[src/rtl/debounce_ctrl.sv]
// debounce_ctrl: 2-flop synchroniser plus tick-timed debounce FSM issuing press/release/long pulses.
// Define DEBOUNCE_REPEAT_EN to add auto-repeat pulses while a long press is held.
module debounce_ctrl #(
    parameter int TICK_DIV       = 50000,
    parameter int DEBOUNCE_TICKS = 20,
    parameter int LONG_TICKS     = 1000,
    parameter int REPEAT_TICKS   = 200,
    parameter int CNT_W          = 8
) (
    input  logic             clk,
    input  logic             reset,
    input  logic             button_in,
    output logic             debounced,
    output logic             press_pulse,
    output logic             release_pulse,
    output logic             long_pulse,
    output logic             repeat_pulse,
    output logic [CNT_W-1:0] press_count
);

    localparam int PW = (TICK_DIV > 1) ? $clog2(TICK_DIV) : 1;
    localparam int SW = (DEBOUNCE_TICKS > 1) ? $clog2(DEBOUNCE_TICKS) : 1;
    localparam int HW = $clog2(LONG_TICKS + 1);

    localparam logic [PW-1:0] PRE_MAX   = PW'(TICK_DIV - 1);
    localparam logic [SW-1:0] STAB_MAX  = SW'(DEBOUNCE_TICKS - 1);
    localparam logic [HW-1:0] HOLD_MAX  = HW'(LONG_TICKS);
    localparam logic [HW-1:0] HOLD_LAST = HW'(LONG_TICKS - 1);

    typedef enum logic [1:0] {
        IDLE,
        WAIT_PRESS,
        PRESSED,
        WAIT_RELEASE
    } state_t;

    state_t          r_state;
    logic            r_s1;
    logic            r_s2;
    logic [PW-1:0]   r_pre;
    logic [SW-1:0]   r_stab;
    logic [HW-1:0]   r_hold;
    logic            r_long_flag;

    logic            w_sync;
    logic            w_tick;

    assign w_sync = r_s2;
    assign w_tick = (r_pre == PRE_MAX);

`ifdef DEBOUNCE_REPEAT_EN
    localparam int RW = (REPEAT_TICKS > 1) ? $clog2(REPEAT_TICKS) : 1;
    localparam logic [RW-1:0] REP_LAST = RW'(REPEAT_TICKS - 1);
    logic [RW-1:0] r_rep;
`else
    assign repeat_pulse = 1'b0 & (REPEAT_TICKS > 0);
`endif

    always_ff @(posedge clk or posedge reset) begin
        if (reset) begin
            r_state       <= IDLE;
            r_s1          <= 1'b0;
            r_s2          <= 1'b0;
            r_pre         <= '0;
            r_stab        <= '0;
            r_hold        <= '0;
            r_long_flag   <= 1'b0;
            debounced     <= 1'b0;
            press_pulse   <= 1'b0;
            release_pulse <= 1'b0;
            long_pulse    <= 1'b0;
            press_count   <= '0;
`ifdef DEBOUNCE_REPEAT_EN
            r_rep         <= '0;
            repeat_pulse  <= 1'b0;
`endif
        end else begin
            r_s1          <= button_in;
            r_s2          <= r_s1;
            press_pulse   <= 1'b0;
            release_pulse <= 1'b0;
            long_pulse    <= 1'b0;
`ifdef DEBOUNCE_REPEAT_EN
            repeat_pulse  <= 1'b0;
`endif
            r_pre <= w_tick ? '0 : r_pre + 1'b1;
            // Every state change restarts the prescaler so timing counts from entry
            unique case (r_state)
                IDLE: begin
                    if (w_sync) begin
                        r_state <= WAIT_PRESS;
                        r_pre   <= '0;
                        r_stab  <= '0;
                    end
                end
                WAIT_PRESS: begin
                    if (!w_sync) begin
                        r_state <= IDLE;
                        r_pre   <= '0;
                    end else if (w_tick) begin
                        if (r_stab == STAB_MAX) begin
                            r_state     <= PRESSED;
                            r_pre       <= '0;
                            press_pulse <= 1'b1;
                            debounced   <= 1'b1;
                            press_count <= press_count + 1'b1;
                            r_hold      <= '0;
                            r_long_flag <= 1'b0;
                        end else begin
                            r_stab <= r_stab + 1'b1;
                        end
                    end
                end
                PRESSED: begin
                    if (!w_sync) begin
                        r_state <= WAIT_RELEASE;
                        r_pre   <= '0;
                        r_stab  <= '0;
                    end else if (w_tick) begin
                        if (!r_long_flag && r_hold == HOLD_LAST) begin
                            long_pulse  <= 1'b1;
                            r_long_flag <= 1'b1;
                            r_hold      <= '0;
`ifdef DEBOUNCE_REPEAT_EN
                            r_rep       <= '0;
`endif
                        end else begin
                            if (r_hold != HOLD_MAX) r_hold <= r_hold + 1'b1;
`ifdef DEBOUNCE_REPEAT_EN
                            if (r_long_flag) begin
                                if (r_rep == REP_LAST) begin
                                    repeat_pulse <= 1'b1;
                                    r_rep        <= '0;
                                end else begin
                                    r_rep <= r_rep + 1'b1;
                                end
                            end
`endif
                        end
                    end
                end
                WAIT_RELEASE: begin
                    if (w_sync) begin
                        r_state <= PRESSED;
                        r_pre   <= '0;
`ifdef DEBOUNCE_REPEAT_EN
                        r_rep   <= '0;
`endif
                    end else if (w_tick) begin
                        if (r_stab == STAB_MAX) begin
                            r_state       <= IDLE;
                            r_pre         <= '0;
                            release_pulse <= 1'b1;
                            debounced     <= 1'b0;
                        end else begin
                            r_stab <= r_stab + 1'b1;
                        end
                    end
                end
                default: r_state <= IDLE;
            endcase
        end
    end

endmodule

[config.mk]
export PLATFORM = sky130hd
export DESIGN_NAME = debounce_ctrl
export DESIGN_NICKNAME = d
export VERILOG_FILES = /design/src/rtl/debounce_ctrl.sv
export SDC_FILE = /design/constraint.sdc
export NUM_CORES = 1
export LEC_CHECK = 0
export BUFFER_PORTS_ARGS = -buffer_cell sky130_fd_sc_hd__buf_2
export CELL_PAD_IN_SITES_DETAIL_PLACEMENT = 0
export CELL_PAD_IN_SITES_GLOBAL_PLACEMENT = 2
export CORE_MARGIN = 2
export CORE_UTILIZATION = 34
export CTS_CLUSTER_DIAMETER = 150
export DETAILED_ROUTE_END_ITERATION = 10
export HOLD_SLACK_MARGIN = 0.06
export PLACE_DENSITY = 0.68
export SYNTH_ARGS = -nofsm -noshare
export SYNTH_HDL_FRONTEND = slang
export SYNTH_SLANG_ARGS = --single-unit
[constraint.sdc]
create_clock -name clk -period 2.3 [get_ports clk]
set_input_delay 0.115 -clock clk [delete_from_list [all_inputs] [get_ports clk]]
set_output_delay 0.115 -clock clk [all_outputs]
set_load 0.02 [all_outputs]
==> flow_metrics.tcl, run 1 <==
set metrics [dict create \
    diodes 0 \
    synthMuxAreaShare_pct 0.9165 \
    setup_viol 10 \
    synth-simple-area-share_pct 25.61 \
    tns_ns -0.7747 \
    maxSlewViolCount 0 \
    synth_top_area_share_pct 48.88 \
    max_freq_mhz 410.3 \
    hpwl_um 3831 \
    cp-start-kind "flop" \
    crit_top_cell "or4_4" \
    drtIter0Drc 66 \
    crit_slowest_cell "or4_4" \
    hold_viol_final 0 \
    cts_buffer_depth 2 \
    grt_use_total_pct 14.76 \
    numCtsBuffers 5 \
    io-pin-count 16 \
    yosys_warnings 0 \
    grt_pass1_wl_um 9052 \
    path_max_fanout 5 \
    cts_max_level 2 \
    row_count 30 \
    status "finished with violations" \
    dr.pass1.iters 4 \
    areaGrowthSynthToFinish_pct 26.07 \
    critical-path-max-stage-delay_ns 0.58 \
    synthAdderAreaFrac_pct 3.055 \
    p_total_mw 1.464 \
    cp-startpoint "r_pre[13]$_DFF_PP0_" \
    syn_area_um2 2457 \
    hold_start "r_s1$_DFF_PP0_" \
    synth_compound_area_share_pct 10.59 \
    async_flop_share_pct 100.0 \
    wirelength_um 5392 \
    die-area_um2 7924 \
    clkLatencyLatePin_ns 0.30 \
    drive_gt1_share_pct 30.67 \
    synth_xor_area_share_pct 8.198 \
    wl_per_cell_um 13.62 \
    fin_crit_sh_pct 106.0 \
    cp.arrival_ns 2.64 \
    synth_fp_nets 249 \
    worst-path-buf-inv 1 \
    slew_headroom_pct 62.71 \
    grt_max_degree 23 \
    hp-class "reg2reg" \
    worst_slack_ns -0.1371 \
    power_density_nw_per_um2 472.6 \
    worst_pin_slew_ns 0.5553 \
    synth_ff_type "dfrtp_1" \
    synthCells 240 \
    synth.avg_cell_area_um2 10.24 \
    ir_worst_vdd_v 0.0003859 \
    coreArea_um2 6907 \
    crit_type "reg2reg" \
    maxCapViolations 0 \
    finClkSkew_ns 0.007475 \
    portBuffers 14 \
    synth_edf_count 0 \
    path_cells "or4_4 -> or4_4 -> or4_4 -> buf_4 -> a22o_4" \
    period_needed_ns 2.437 \
    violations "negative setup slack" \
    ant_nets 0 \
    ys_ff_latch 48 \
    rsz0062_at_grt "yes" \
    num_vias 1931 \
    grt_pass1_vias 1903 \
    clk_pin_slew_ns 0.09 \
    vias_per_cell 4.876 \
    antenna_found_initial 0 \
    drc_errors 0 \
    yosysUniqueCellTypes 55 \
    start_util_pct 35.58 \
    final_nets 308 \
    p_leak_nw 1.440 \
    seq_area_frac_synth_pct 48.88 \
    synth_top_family_by_area "simple AND/OR/NAND/NOR gates" \
    cts_root_buf "clkbuf_8" \
    cp_top_family "simple AND/OR/NAND/NOR gates" \
    synth_top_cells_by_area "dfrtp_1 49%, xnor2_1 4.3%, xor2_1 3.9%, nand2_1 3.7%, ha_1 3.1%" \
    cts_tree "done" \
    clock-sinks 48 \
    die_h_um 89.02 \
    die_w_um 89.02 \
    place.gp.congestion 0.7111 \
    overflow 0 \
    cp-end-kind "flop" \
    yosysMostFrequentCell "dfrtp_1" \
    worstPathRequired_ns 2.50 \
    synth_common_cells "48 x dfrtp_1, 24 x nand2_1, 19 x nor2_1" \
    yosys.area.top_type "dfrtp_1" \
    timing.rr.start "r_pre[13]$_DFF_PP0_" \
]
## state kept, by name, summed over array words and instances (netlist names), named ones only
name / cells
debounced: 1
long_pulse: 1
press_count: 8
press_pulse: 1
r_hold: 10
r_long_flag: 1
r_pre: 16
r_s1: 1
r_s2: 1
r_stab: 5
r_state: 1
release_pulse: 1
## worst reg2reg max path, stage by stage (launching register included)
cell and delay, ns:
dfrtp_1 0.39, or4_4 0.54, or4_4 0.45, or4_4 0.58, buf_4 0.16, a22o_4 0.22
## per-layer routing
layer	wire length (um)	up-vias	GRT usage, %	part of all wire, %
met5	0	-	0	0
met4	48	0	4.071	0.89
met3	128	5	2.770	2.4
met2	2463	16	23.13	46
met1	2752	930	21.01	51
li1	-	980	-	-
## per-stage QoR
stage               setup WS [ns]  std cells  hold WS (ns)  cell area, um2  util [%]
detailed placement        -0.1974        379        0.1542            2889     41.83
global placement          -0.1561        379        0.1556            2889     41.83
finish                    -0.1371        396        0.3576            3098     44.86
floorplan                -0.07007        240        0.1464            2461         -
global route              -0.2084        396        0.3695            3098     44.86
CTS                       -0.1404        393        0.3636            3055     44.24
## path summary, 6_finish.rpt
kind / to / slack (ns) / depth (start not counted)
worst max-delay path: r_hold[8]$_DFFE_PP0P_ / -0.14 / 5
worst min-delay path: r_s2$_DFF_PP0_ / 0.36 / 0
worst max register to register: r_hold[8]$_DFFE_PP0P_ / -0.14 / 5
worst min register to register: r_s2$_DFF_PP0_ / 0.36 / 0
max in group asynchronous: r_stab[2]$_DFFE_PP0P_ / 1.36 / 4
min in group asynchronous: r_hold[9]$_DFFE_PP0P_ / 0.38 / 3
## cell usage in the layout (no fill, tap or decap), types with 4 or more instances in the layout
master / netlist / final
and3_1: 5 / 5
buf_2: 0 / 14
buf_4: 1 / 39
clkbuf_8: 0 / 6
dfrtp_1: 48 / 48
ha_1: 6 / 6
inv_1: 9 / 8
nand2_1: 24 / 23
nand3_1: 14 / 14
nand4_1: 11 / 11
nor2_1: 19 / 19
nor3_1: 6 / 6
o21ai_0: 6 / 5
o21ai_2: 2 / 4
or4_4: 3 / 4
xnor2_1: 12 / 12
xor2_1: 11 / 11
## cell type report
type / count / area (um2)
Inverter: 9 / 33.78
Clock inverter: 2 / 15.01
Timing Repair Buffer: 56 / 402.9
Sequential cell: 48 / 1201
Fill cell: 734 / 3809
Clock buffer: 6 / 82.58
Tap cell: 96 / 120.1
Multi-Input combinational cell: 179 / 1242
## timing repair
action	in CTS	in global routing
gates resized for setup	3	4
endpoints found under the setup margin	11	17
hold endpoints to repair	21	0
gates cloned	1	0
hold buffers	2	0
pin swaps	4	1
setup buffers	3	3
## power breakdown
group / leakage (nW) / internal, mW / switching, mW
registers: 0.662 / 0.850 / 0.00444
clock network: 0.0434 / 0.244 / 0.295
logic: 0.735 / 0.0248 / 0.0459
total: 1.44 / 1.12 / 0.345
## kinds of logic after synthesis
logic type,after synthesis
xor gates and xnor gates,23
and+or+nand+nor,111
adders and majority gates,6
DFF,48
AOI/OAI and AO/OA,35
other,1
buffers and inverters,14
muxes,2
No activity file was read; power rests on OpenSTA's default activity.
==> run 2, diff against run 1 <==
- PLACE_DENSITY: 0.68 -> 0.8
==> flow_metrics.tcl, run 2 (synthesis results as in run 1) <==
set metrics [dict create \
    status "finished with violations" \
    violations "negative setup slack" \
    num_vias 1948 \
    rsz0062_at_grt "yes" \
    hpwl_um 3660 \
    cp-startpoint "r_pre[13]$_DFF_PP0_" \
    fin_util_pct 46.21 \
    place.gp.congestion 0.7835 \
    tns_ns -1.799 \
    hold_viol_final 0 \
    portBuffers 14 \
    wl_per_cell_um 13.07 \
    cp-start-kind "flop" \
    drc_errors 0 \
    p_switching_uw 339.0 \
    slew_headroom_pct 63.86 \
    p_leak_nw 1.515 \
    path_max_fanout 7 \
    grt_use_total_pct 14.13 \
    clkLatencyLatePin_ns 0.30 \
    cts_buffer_depth 2 \
    finalNonFillerCells 397 \
    layout_commonest_cell "dfrtp_1" \
    clock-sinks 48 \
    cts_max_level 2 \
    antenna_found_initial 0 \
    period_needed_ns 2.460 \
    fillers 668 \
    p_total_mw 1.601 \
    power_density_nw_per_um2 501.7 \
    start_util_pct 35.58 \
    pre_cts_slack_ns -0.1859 \
    crit_type "reg2reg" \
    die-area_um2 7924 \
    grt_pass1_wl_um 8763 \
    crit_slowest_cell "or4_4" \
    worst-path-buf-inv 0 \
    multi_input_area_um2 1255 \
    path_cells "or4_4 -> or4_4 -> or4_4 -> nand2b_4 -> o41ai_4" \
    die_h_um 89.02 \
    cts_tree "done" \
    setup_viol 19 \
    p_sw_share_pct 21.17 \
    cp-end-kind "flop" \
    worst_pin_slew_ns 0.5383 \
    row_count 30 \
    worst_slack_ns -0.1604 \
    reg_top3 "r_pre (16), r_hold (10), press_count (8)" \
    overflow 0 \
    final_nets 309 \
    crit_top_cell "or4_4" \
    p_int_mw 1.262 \
    final_cell_mix "48 x dfrtp_1, 37 x buf_4, 24 x nand2_1, 19 x nor2_1" \
    max_freq_mhz 406.4 \
    grt_pass1_vias 1926 \
    cp.arrival_ns 2.67 \
    coreArea_um2 6907 \
    dr.pass1.iters 4 \
    die_w_um 89.02 \
    grt_max_degree 23 \
    p_comb_share_pct 4.6 \
    largest_reg_flops 16 \
    p_clk_share_pct 42.1 \
    ant_nets 0 \
    io-pin-count 16 \
    finClkSkew_ns 0.009955 \
    maxCapViolations 0 \
    clk_pin_slew_ns 0.09 \
    hp-class "in2async" \
    timing.rr.start "r_pre[13]$_DFF_PP0_" \
    p_seq_share_pct 53.4 \
    numCtsBuffers 5 \
    areaGrowthSynthToFinish_pct 29.89 \
    seq_area_um2 1201 \
    diodes 0 \
    fin_crit_sh_pct 107.0 \
    wirelength_um 5190 \
    cts_root_buf "clkbuf_8" \
    drtIter0Drc 43 \
    vias_per_cell 4.907 \
    cp_top_family "simple AND/OR/NAND/NOR gates" \
    place_inst 378 \
    maxSlewViolCount 0 \
    worstPathRequired_ns 2.51 \
    ir_worst_vdd_v 0.0002396 \
    critical-path-max-stage-delay_ns 0.61 \
    regMostFlops "r_pre" \
    drive_gt1_share_pct 30.56 \
]
run 2: cell type report:
| type | instances | share of cell area (%) |
|---|---|---|
| clock inverter | 1 | 0.9408 |
| clock buffer | 7 | 3.018 |
| inverter | 9 | 1.058 |
| multi-input combinational | 178 | 39.32 |
| tap | 96 | 3.763 |
| timing repair buffer | 58 | 14.27 |
| sequential | 48 | 37.63 |
run 2: power by group through the flow:
stage,Clock [mW],Combinational (mW),Sequential [mW]
after detailed placement,0,0.0726,0.872
after global placement,0,0.0726,0.872
after global routing,0.724,0.0825,0.857
after floorplan,0,0.0369,0.875
final,0.673,0.0729,0.855
after CTS,0.694,0.0753,0.855
run 2: tightest hold or removal path: stages:
cell           delay, ns
dlygate4sd3_1       0.53
buf_2               0.12
inv_2               0.35
run 2: repair_timing:
action                     4_1_cts  5_1_grt
hold endpoints to repair        21        0
setup endpoints to repair       11       14
gates cloned                     0        1
pin swaps                        2        5
hold buffers                     2        0
setup buffers                    2        6
gates resized for setup          3        8
run 2: routing by layer:
layer / up-vias / GRT usage [%] / share of wire (%)
li1: 979 / - / -
met1: 938 / 19.83 / 49
met2: 24 / 21.98 / 47
met3: 7 / 3.047 / 2.4
met4: 0 / 4.342 / 0.96
met5: - / 0 / 0
run 2: worst paths after layout:
| check | endpoint | slack, ns | depth (start not counted) |
|---|---|---|---|
| hold / removal | r_hold[0]$_DFFE_PP0P_ | 0.37 | 3 |
| setup reg to reg | r_hold[7]$_DFFE_PP0P_ | -0.16 | 5 |
| max in group asynchronous | r_pre[13]$_DFF_PP0_ | 1.33 | 4 |
| setup / recovery | r_hold[7]$_DFFE_PP0P_ | -0.16 | 5 |
| min in group clk | r_s2$_DFF_PP0_ | 0.37 | 0 |
| hold reg to reg | r_s2$_DFF_PP0_ | 0.37 | 0 |
run 2: metrics by stage:
step / hold WS [ns] / area, um2
finish: 0.3733 / 3192
global route: 0.3998 / 3192
floorplan: 0.1464 / 2461
detailed placement: 0.1756 / 2894
CTS: 0.3719 / 3074
global placement: 0.1715 / 2894
==> run 3, diff against run 2 <==
- SETUP_SLACK_MARGIN: not set -> 0.4
==> flow_metrics.tcl, run 3 (synthesis results as in run 1) <==
set metrics [dict create \
    cts_max_level 2 \
    portBuffers 14 \
    wl_per_cell_um 13.21 \
    drtIter0Drc 53 \
    whs_ns 0.3633 \
    start_util_pct 35.58 \
    worstPathRequired_ns 2.48 \
    cts_root_buf "clkbuf_8" \
    cp.arrival_ns 2.66 \
    slew_headroom_pct 48.72 \
    vias_per_cell 4.853 \
    layout_commonest_cell "dfrtp_1" \
    setup_viol 20 \
    areaGrowthSynthToFinish_pct 36.91 \
    numCtsBuffers 5 \
    final_cell_mix "48 x dfrtp_1, 39 x buf_4, 23 x nand2_1, 16 x nor2_1, 14 x buf_2" \
    finClkSkew_ns 0.005635 \
    drive_gt1_share_pct 37.82 \
    io-pin-count 16 \
    status "finished with violations" \
    clock-sinks 48 \
    grt_pass1_wl_um 9266 \
    multi_input_area_um2 1359 \
    grt_use_total_pct 14.97 \
    power_density_nw_per_um2 467.8 \
    hold_viol_final 0 \
    reg_top3 "r_pre (16), r_hold (10), press_count (8)" \
    p_total_mw 1.574 \
    die-area_um2 7924 \
    path_max_fanout 7 \
    ir_worst_vdd_v 0.0002144 \
    fin_crit_sh_pct 107.8 \
    maxSlewViolCount 0 \
    dr.pass1.iters 4 \
    antenna_found_initial 0 \
    hold_start "r_s1$_DFF_PP0_" \
    final_area_um2 3364 \
    coreArea_um2 6907 \
    place.gp.congestion 0.7392 \
    r2r_cells 6 \
    overflow 0 \
    cts_buffer_depth 2 \
    row_count 30 \
    die_h_um 89.02 \
    ant_nets 0 \
    crit_type "reg2reg" \
    hpwl_um 3639 \
    worst_slack_ns -0.1799 \
    seq_area_um2 1201 \
    fillers 671 \
    num_vias 1980 \
    die_w_um 89.02 \
    largest_reg_flops 16 \
    r2r_end "r_hold[7]$_DFFE_PP0P_" \
    final_nets 320 \
    placed_cell_area_um2 2850 \
    rsz0062_at_grt "yes" \
    max_freq_mhz 403.2 \
    maxCapViolations 0 \
    cts_tree "done" \
    grt_max_degree 26 \
    worst_pin_slew_ns 0.7629 \
    min_delay_worst_endpoint "r_s2$_DFF_PP0_" \
    diodes 0 \
    r2r_slack_ns -0.18 \
    grt_pass1_vias 1959 \
    cp-end-kind "flop" \
    clk_pin_slew_ns 0.09 \
    clkLatencyLatePin_ns 0.30 \
    cp-start-kind "flop" \
    wirelength_um 5389 \
    regMostFlops "r_pre" \
    worstHoldPathCells 0 \
    violations "negative setup slack" \
    period_needed_ns 2.480 \
    hp-class "reg2reg" \
    drc_errors 0 \
    timing.rr.start "r_pre[13]$_DFF_PP0_" \
    p_leak_nw 1.573 \
]
[run 3: changes by cell type in the layout (fill, tap and decap cells not counted), sizes merged]
cell / before / now
buf: 55 / 66
clkinv: 0 / 1
clkbuf: 8 / 6
o21ai: 12 / 13
[run 3: per-layer routing]
layer / GRT usage (%) / wire length [um] / up-vias
met1: 20.43 / 2614 / 951
met4: 3.256 / 48 / 0
met3: 3.324 / 142 / 6
met2: 24.56 / 2583 / 20
met5: 0 / 0 / -
li1: - / - / 1003
[run 3: timing repair]
| item | 4_1_cts | 5_1_grt |
|---|---|---|
| hold buffers | 2 | 0 |
| endpoints found under the hold margin | 24 | 0 |
| setup buffers | 15 | 6 |
| pin swaps | 15 | 20 |
| cloned | 2 | 0 |
| endpoints found under the setup margin | 42 | 45 |
| gates resized for setup | 26 | 17 |
[run 3: how the worst max path moves through the flow]
| stage | from | endpoint |
|---|---|---|
| final | r_pre[13]$_DFF_PP0_ | r_hold[7]$_DFFE_PP0P_ |
| after global routing | r_pre[13]$_DFF_PP0_ | r_hold[7]$_DFFE_PP0P_ |
| after CTS | r_pre[13]$_DFF_PP0_ | r_hold[7]$_DFFE_PP0P_ |
| after detailed placement | r_pre[13]$_DFF_PP0_ | r_hold[7]$_DFFE_PP0P_ |
| after global placement | r_pre[13]$_DFF_PP0_ | r_hold[6]$_DFFE_PP0P_ |
| after floorplan | r_pre[13]$_DFF_PP0_ | r_hold[7]$_DFFE_PP0P_ |
[run 3: report_power, final]
part | internal [mW] | switching, mW | leakage, nW
sequential | 0.850 | 0.00625 | 0.662
combinational | 0.0247 | 0.0474 | 0.850
clock | 0.356 | 0.289 | 0.0614
total | 1.23 | 0.343 | 1.57
[run 3: stage by stage]
| step | instances | setup slack (ns) | TNS (ns) | utilization, % |
|---|---|---|---|---|
| after CTS | 402 | -0.1657 | -1.675 | 46.83 |
| after global routing | 408 | -0.2553 | -4.542 | 48.71 |
| after global placement | 375 | -0.1428 | -0.9198 | 41.27 |
| final | 408 | -0.1799 | -2.168 | 48.71 |
| after floorplan | 240 | -0.07007 | -0.3306 | - |
| after detailed placement | 375 | -0.2029 | -1.303 | 41.27 |
[run 3: layout make-up]
| class | count | area share [%] |
|---|---|---|
| Tap cell | 96 | 3.570 |
| Timing Repair Buffer | 68 | 15.73 |
| Inverter | 9 | 1.004 |
| Clock inverter | 2 | 1.153 |
| Multi-Input combinational cell | 179 | 40.39 |
| Clock buffer | 6 | 2.454 |
| Sequential cell | 48 | 35.70 |
[run 3: critical path, cell delays in order, from the launching register on]
cell and delay, ns:
dfrtp_1 0.39, or4_4 0.54, or4_4 0.43, or4_4 0.61, buf_6 0.15, o21ai_4 0.14, o41ai_4 0.09
